### src/rtl/rf_pkg.sv
// rtl/rf_pkg.sv - register-file write-back shared constants
package rf_pkg;
  localparam int ADDR_W = 5;
  localparam int DATA_W = 32;
  localparam int CNT_W  = 16;

  // wb_sel encodings for the result mux
  localparam logic REQ_A = 1'b1;
  localparam logic REQ_B = 1'b0;

  localparam logic [ADDR_W-1:0] ZERO_REG = '0;
endpackage

### src/rtl/rr_arb2.sv
// rtl/rr_arb2.sv - two-input round-robin grant driven by the last winner
module rr_arb2
  import rf_pkg::*;
(
  input  logic req_a_i,
  input  logic req_b_i,
  input  logic last_grant_i,
  input  logic en_i,
  output logic gnt_a_o,
  output logic gnt_b_o
);

  // On a tie the requester that did not win last time goes next.
  assign gnt_a_o = en_i && req_a_i && (!req_b_i || (last_grant_i == REQ_B));
  assign gnt_b_o = en_i && req_b_i && (!req_a_i || (last_grant_i == REQ_A));

endmodule

### src/rtl/wb_port_arbiter.sv
// rtl/wb_port_arbiter.sv - shares the register-file write-back port between ALU (A) and load unit (B)
module wb_port_arbiter #(
  parameter int DATA_W = rf_pkg::DATA_W,
  parameter int ADDR_W = rf_pkg::ADDR_W,
  parameter int CNT_W  = rf_pkg::CNT_W
) (
  input  logic              clk,
  input  logic              rst_n,
  input  logic              a_valid,
  input  logic [ADDR_W-1:0] a_addr,
  input  logic [DATA_W-1:0] a_data,
  output logic              a_ready,
  input  logic              b_valid,
  input  logic [ADDR_W-1:0] b_addr,
  input  logic [DATA_W-1:0] b_data,
  output logic              b_ready,
  output logic              wb_en,
  output logic [ADDR_W-1:0] wb_addr,
  output logic [DATA_W-1:0] wb_data,
  output logic              wb_sel,
  input  logic              wb_ready,
  output logic [CNT_W-1:0]  cont_cnt
);
  import rf_pkg::REQ_A;
  import rf_pkg::REQ_B;

  localparam logic [ADDR_W-1:0] ZERO_ADDR = ADDR_W'(rf_pkg::ZERO_REG);

  logic              wb_en_q,   wb_en_d;
  logic [ADDR_W-1:0] wb_addr_q, wb_addr_d;
  logic [DATA_W-1:0] wb_data_q, wb_data_d;
  logic              wb_sel_q,  wb_sel_d;
  logic              last_q,    last_d;
  logic [CNT_W-1:0]  cnt_q,     cnt_d;

  logic              free;
  logic              gnt_a, gnt_b;
  logic [ADDR_W-1:0] gnt_addr;
  logic [DATA_W-1:0] gnt_data;

  assign free = !wb_en_q || wb_ready;

  // Gating with rst_n keeps both readies low while reset is held.
  rr_arb2 u_arb (
    .req_a_i      (a_valid),
    .req_b_i      (b_valid),
    .last_grant_i (last_q),
    .en_i         (free && rst_n),
    .gnt_a_o      (gnt_a),
    .gnt_b_o      (gnt_b)
  );

  assign gnt_addr = gnt_a ? a_addr : b_addr;
  assign gnt_data = gnt_a ? a_data : b_data;

  always_comb begin
    wb_en_d   = wb_en_q;
    wb_addr_d = wb_addr_q;
    wb_data_d = wb_data_q;
    wb_sel_d  = wb_sel_q;
    last_d    = last_q;
    cnt_d     = cnt_q;
    if (free) begin
      // Writes to the zero register are accepted but never reach the file.
      wb_en_d = (gnt_a || gnt_b) && (gnt_addr != ZERO_ADDR);
      if (gnt_a || gnt_b) begin
        wb_addr_d = gnt_addr;
        wb_data_d = gnt_data;
        wb_sel_d  = gnt_a ? REQ_A : REQ_B;
        last_d    = gnt_a ? REQ_A : REQ_B;
      end
      if (a_valid && b_valid && (cnt_q != '1)) begin
        cnt_d = cnt_q + 1'b1;
      end
    end
  end

  always_ff @(posedge clk or negedge rst_n) begin
    if (!rst_n) begin
      wb_en_q   <= 1'b0;
      wb_addr_q <= '0;
      wb_data_q <= '0;
      wb_sel_q  <= 1'b0;
      last_q    <= 1'b0;
      cnt_q     <= '0;
    end else begin
      wb_en_q   <= wb_en_d;
      wb_addr_q <= wb_addr_d;
      wb_data_q <= wb_data_d;
      wb_sel_q  <= wb_sel_d;
      last_q    <= last_d;
      cnt_q     <= cnt_d;
    end
  end

  assign a_ready  = gnt_a;
  assign b_ready  = gnt_b;
  assign wb_en    = wb_en_q;
  assign wb_addr  = wb_addr_q;
  assign wb_data  = wb_data_q;
  assign wb_sel   = wb_sel_q;
  assign cont_cnt = cnt_q;

endmodule

### config.mk
export PLATFORM = sky130hd
export DESIGN_NAME = wb_port_arbiter
export DESIGN_NICKNAME = d
export VERILOG_FILES = /design/src/rtl/rf_pkg.sv /design/src/rtl/rr_arb2.sv /design/src/rtl/wb_port_arbiter.sv
export SDC_FILE = /design/constraint.sdc
export NUM_CORES = 1
export LEC_CHECK = 0
export ABC_AREA = 1
export CAP_MARGIN = 0
export CORE_MARGIN = 1.5
export CORE_UTILIZATION = 41
export DETAILED_ROUTE_END_ITERATION = 16
export PLACE_DENSITY = 0.81
export SKIP_LAST_GASP = 1
export SLEW_MARGIN = 10
export SYNTH_ARGS = -nofsm -noshare
export SYNTH_HDL_FRONTEND = slang
export SYNTH_SLANG_ARGS = --single-unit
### constraint.sdc
create_clock -name clk -period 2.2 [get_ports clk]
set_clock_uncertainty 0.1 [all_clocks]
set_input_delay 0.66 -clock clk [delete_from_list [all_inputs] [get_ports clk]]
set_output_delay 0.66 -clock clk [all_outputs]
set_load 0.01 [all_outputs]
**Word-level counts from Yosys, hierarchy flattened**

Cells that the tools add are included.

- Register bits: 55
- Output and inout port bits: 57

- $add $sub $neg: 1
- Equal/unequal tests: 1
- Multiplexer cells: 3
- Bitwise operators: 1
- Reduce and logical (&&, ||, !) cells: 18

Operators by type and width:

| cell | count |
|---|---|
| $mux 32 | 1 |
| $add 16x1->16 const B | 1 |
| $ne 16x16->1 const B | 1 |
| $logic_and 1x1->1 | 8 |
| $mux 5 | 1 |
| $reduce_bool 5->1 | 1 |
| $logic_or 1x1->1 | 4 |
| $reduce_and 2->1 | 2 |
| $logic_not 1->1 | 3 |
| $mux 1 | 1 |
| $not 1->1 | 1 |

**Longest topological paths before layout**

- Depth in word-level cells: 8
- Mapped depth: 10

**Cells and area by module**

A second synthesis with hierarchy kept.

- Cell total of the unflattened synthesis: 378
- Area total of the unflattened synthesis: 2,834.0 um2

Modules (own cells, without submodules):

| module | times used | cells an instance | area an instance (um2) |
|---|---|---|---|
| wb_port_arbiter | 1 | 373 | 2,812.7 |
| rr_arb2 | 1 | 5 | 21.3 |

**Worst setup path before layout**

No wires, ideal clock.

- Path type: input-to-output
- Start point: input wb_ready
- End point: output a_ready
- Arrival time: 1.254 ns
- Data required time: 1.440 ns
- Setup slack: 0.186 ns
- Cell stages on the path: 5
- Path buffers: 1
- Cells stage by stage: inv_1 nand2_4 nand2_1 nor2_1 clkbuf_1

- Longest elaborated chain between the ends: 4

RTL lines:

| what | line | RTL |
|---|---|---|
| start: declaration | wb_port_arbiter.sv:21 | `input logic wb_ready,` |
| $logic_or 1x1->1 | wb_port_arbiter.sv:41 | `assign free = !wb_en_q \|\| wb_ready;` |
| $logic_and 1x1->1 | wb_port_arbiter.sv:48 | `.en_i (free && rst_n),` |
| $logic_and 1x1->1 (2 in series) | rr_arb2.sv:14 | `assign gnt_a_o = en_i && req_a_i && (!req_b_i \|\| (last_grant_i == REQ_B));` |
| end: declaration | wb_port_arbiter.sv:12 | `output logic a_ready,` |

Every way passes these cells.

**Worst setup path in the final report**

- Start point: register cnt_q[2], in the netlist cont_cnt[2]
- End point: output cont_cnt[2]

RTL lines:

| what | line | RTL |
|---|---|---|
| start: declaration | wb_port_arbiter.sv:34 | `logic [CNT_W-1:0] cnt_q, cnt_d;` |
| start signal: assignment | wb_port_arbiter.sv:92 | `cnt_q <= cnt_d;` |
| end: declaration | wb_port_arbiter.sv:22 | `output logic [CNT_W-1:0] cont_cnt` |

No word-level cell between the ends.

==> key figures <==
GRT
  – Largest net degree at the start of global routing: 38
  – Initial antenna violation count: 0
  – Global-route usage over all layers: 0.219
  – Number of global-route vias before repair: about 2900
  – GR Overflow Total: 0
  – First-pass GRT wire length: 13000 um

Timing
  – Fmax: 469 MHz
  – Min Clock Period, post-route: 2130 ps
  – Final Max Tran Viols: 0
  – RSZ-0062 raised after global routing: false
  – Least-Margin Pin Slew: 382 ps
  – Final hold violation count: 0
  – Part of the cycle the worst path needs: 0.969
  – Setup violations, final: 0
  – Worst hold margin: 295 ps
  – Worst slew margin: 0.745

Critical path
  – Worst path top cell family by delay: buffers and inverters
  – Crit-path cells: clkdlybuf4s50_1
  – WP data required: 1440 ps
  – Slowest stage cell on the critical path: clkdlybuf4s50_1
  – Worst setup EP type: output pin
  – WP data arrival: 1370 ps
  – Critical path class: reg2out
  – CP startpoint kind: flip-flop
  – Crit path max fanout: 7
  – Bufs and invs on worst path: 1
  – Worst stage delay on the critical path: 580 ps

Run status
  – Status: finished, final reports clean

Synth
  – Post-synthesis sequential area ratio: 0.484
  – Syn nets: 456
  – Synthesized area per cell: 7.56 um2
  – Top cells by area, synth: dfrtp_1 48%, nand2_1 17%, o21ai_0 12%
  – Syn Inst Count: 376
  – Area of the mapped netlist: 2840 um2
  – Top-area cell type share of the netlist area: 0.484
  – Synth unique cells: 27
  – Area leader, netlist: dfrtp_1
  – YS warnings: 0
  – Yosys reg bits: 55

Final layout
  – Ant diodes: 0
  – Final Cell Area: approximately 4500 um2
  – Share of layout cells above drive strength 1: 0.0951
  – Fillers: about 580
  – Most frequent cells in the layout: 130 x nand2_1, 129 x clkdlybuf4s50_1, 69 x o21ai_0
  – Commonest non-fill, non-tap cell in the layout: nand2_1
  – Post-route insts no fill: ~610
  – Finished Core Util: 0.671
  – Layout area overhead: 59.5%
  – Nets@finish: 605

Clock tree
  – Sink Count: 55
  – TritonCTS Buffers: 5
  – Clk buf depth: 2
  – Htree depth: 2
  – Clock-pin slew on the worst setup and hold paths: 110 ps
  – CTS tree: yes
  – CTS Hold Bufs: 0
  – CTS Root Buffer Type: clkbuf_8
  – Clk Latency, worst-skew pair: 310 ps

Placed design
  – Cell Area, Placed: 4330 um2
  – Final GP Congestion: ~0.85
  – Dpl cells: 588
  – Port Buf Inserts: about 140
  – Dpl hpwl: around 5900 um

Power
  – Flop pwr share: 0.397
  – Logic pwr share: 0.425
  – VDD IR max: 0.000446 V
  – Clock power frac: 0.178
  – Sw Ratio: 0.332
  – Leakage: 2.04 nW
  – Internal power: 2.61 mW
  – Pwr Total: 3.91 mW
  – PD cells: approximately 860 nW/um2
  – Psw: 1.30 mW

Detailed routing
  – Pre-antenna DRT Iters: 4
  – # DRC: 0
  – Via density: 4.82
  – DRC marker count from the first detailed-route iteration: between 70 and 80
  – Vias: 2920
  – ANT nets after route: 0
  – Routed wire per std cell: ~13 um
  – Final wirelength: 7920 um

Die
  – Ports: approximately 140
  – Core region area: 6760 um2
  – Core Rows: 30
  – Chip Height: 86.3 um
  – Starting Density: 0.421
  – DIE WIDTH: 86.3 um
  – Die Area: 7440 um2

Flow run
  – MaxCap Viol Count: 0

Min path
  – Hold Crit Class: in2async
==> cell families (layout without fill, tap and decap cells) <==
kind of cell             after synthesis  in the layout  synth area share
flip-flops                            55             55             0.484
AO/OA/AOI/OAI                         74             74             0.135
XOR/XNOR                              11             11            0.0339
buffers and inverters                 39            189            0.0612
AND/OR/NAND/NOR                      196            196             0.281
adder cells (fa/ha/maj)                1              1           0.00440
==> registers in the layout, indices dropped and copies added, names as in the netlist <==
register and cells:
wb_addr 5, wb_en 1, cont_cnt 16, wb_data 32
last_q 1
==> synth_stat cells, drive strengths merged <==
cell type,number
nand2,134
o21ai,73
dfrtp,55
nor2,48
inv,22
xnor2,11
buf,9
nand3,9
clkbuf,8
nand4,2
and3,1
ha,1
nand3b,1
nor3,1
o21bai,1
==> path summary, 6_finish.rpt <==
kind / start / to / slack [ps] / depth (start not counted)
worst max-delay path: cont_cnt[2] / cont_cnt[2] / 70 / 1
worst min-delay path: rst_n / wb_en / 300 / 2
worst max register to register: last_q / last_q / 300 / 12
worst min register to register: wb_data[22] / wb_data[22] / 400 / 2
max in group asynchronous: rst_n / cont_cnt[10] / 1390 / 2
min in group clk: wb_data[22] / wb_data[22] / 400 / 2
==> layout make-up <==
cell class / instances / area (um2) / area share
Clock buffer: 5 / 68.8 / 0.0152
Clock inverter: 3 / 47.5 / 0.0105
Inverter: 22 / 85.1 / 0.0188
Multi-Input combinational cell: 282 / 1310 / 0.288
Sequential cell: 55 / 1380 / 0.304
Tap cell: 80 / 100 / 0.0221
Timing Repair Buffer: 159 / 1550 / 0.341
==> stage by stage <==
step | setup TNS, ps | worst slack (ps)
2_1_floorplan | 0 | 186
3_3_place_gp | -7380 | -550
3_5_place_dp | -8450 | -574
4_1_cts | 0 | 50.1
5_1_grt | 0 | 12.7
6_report | 0 | 68.5
==> power by group through the flow <==
stage	Clock, mW	Combinational, mW	Sequential [mW]
6_report	0.698	1.66	1.55
5_1_grt	0.751	1.82	1.59
3_3_place_gp	0	1.60	1.55
3_5_place_dp	0	1.64	1.56
2_1_floorplan	0	0.471	1.70
4_1_cts	0.711	1.67	1.55
==> metal layers <==
layer	global-route usage	wire, um
met1	0.274	3420
met2	0.383	3930
met4	0.0440	36
met3	0.0610	533
met5	0	0
==> timing repair <==
item                                    CTS  global route
pin swaps                                 2             1
resized for setup                        16             3
buffers inserted                          9             1
endpoints found under the setup margin    2            14
cloned                                    0             0
Power figures use the tool's default switching activity.
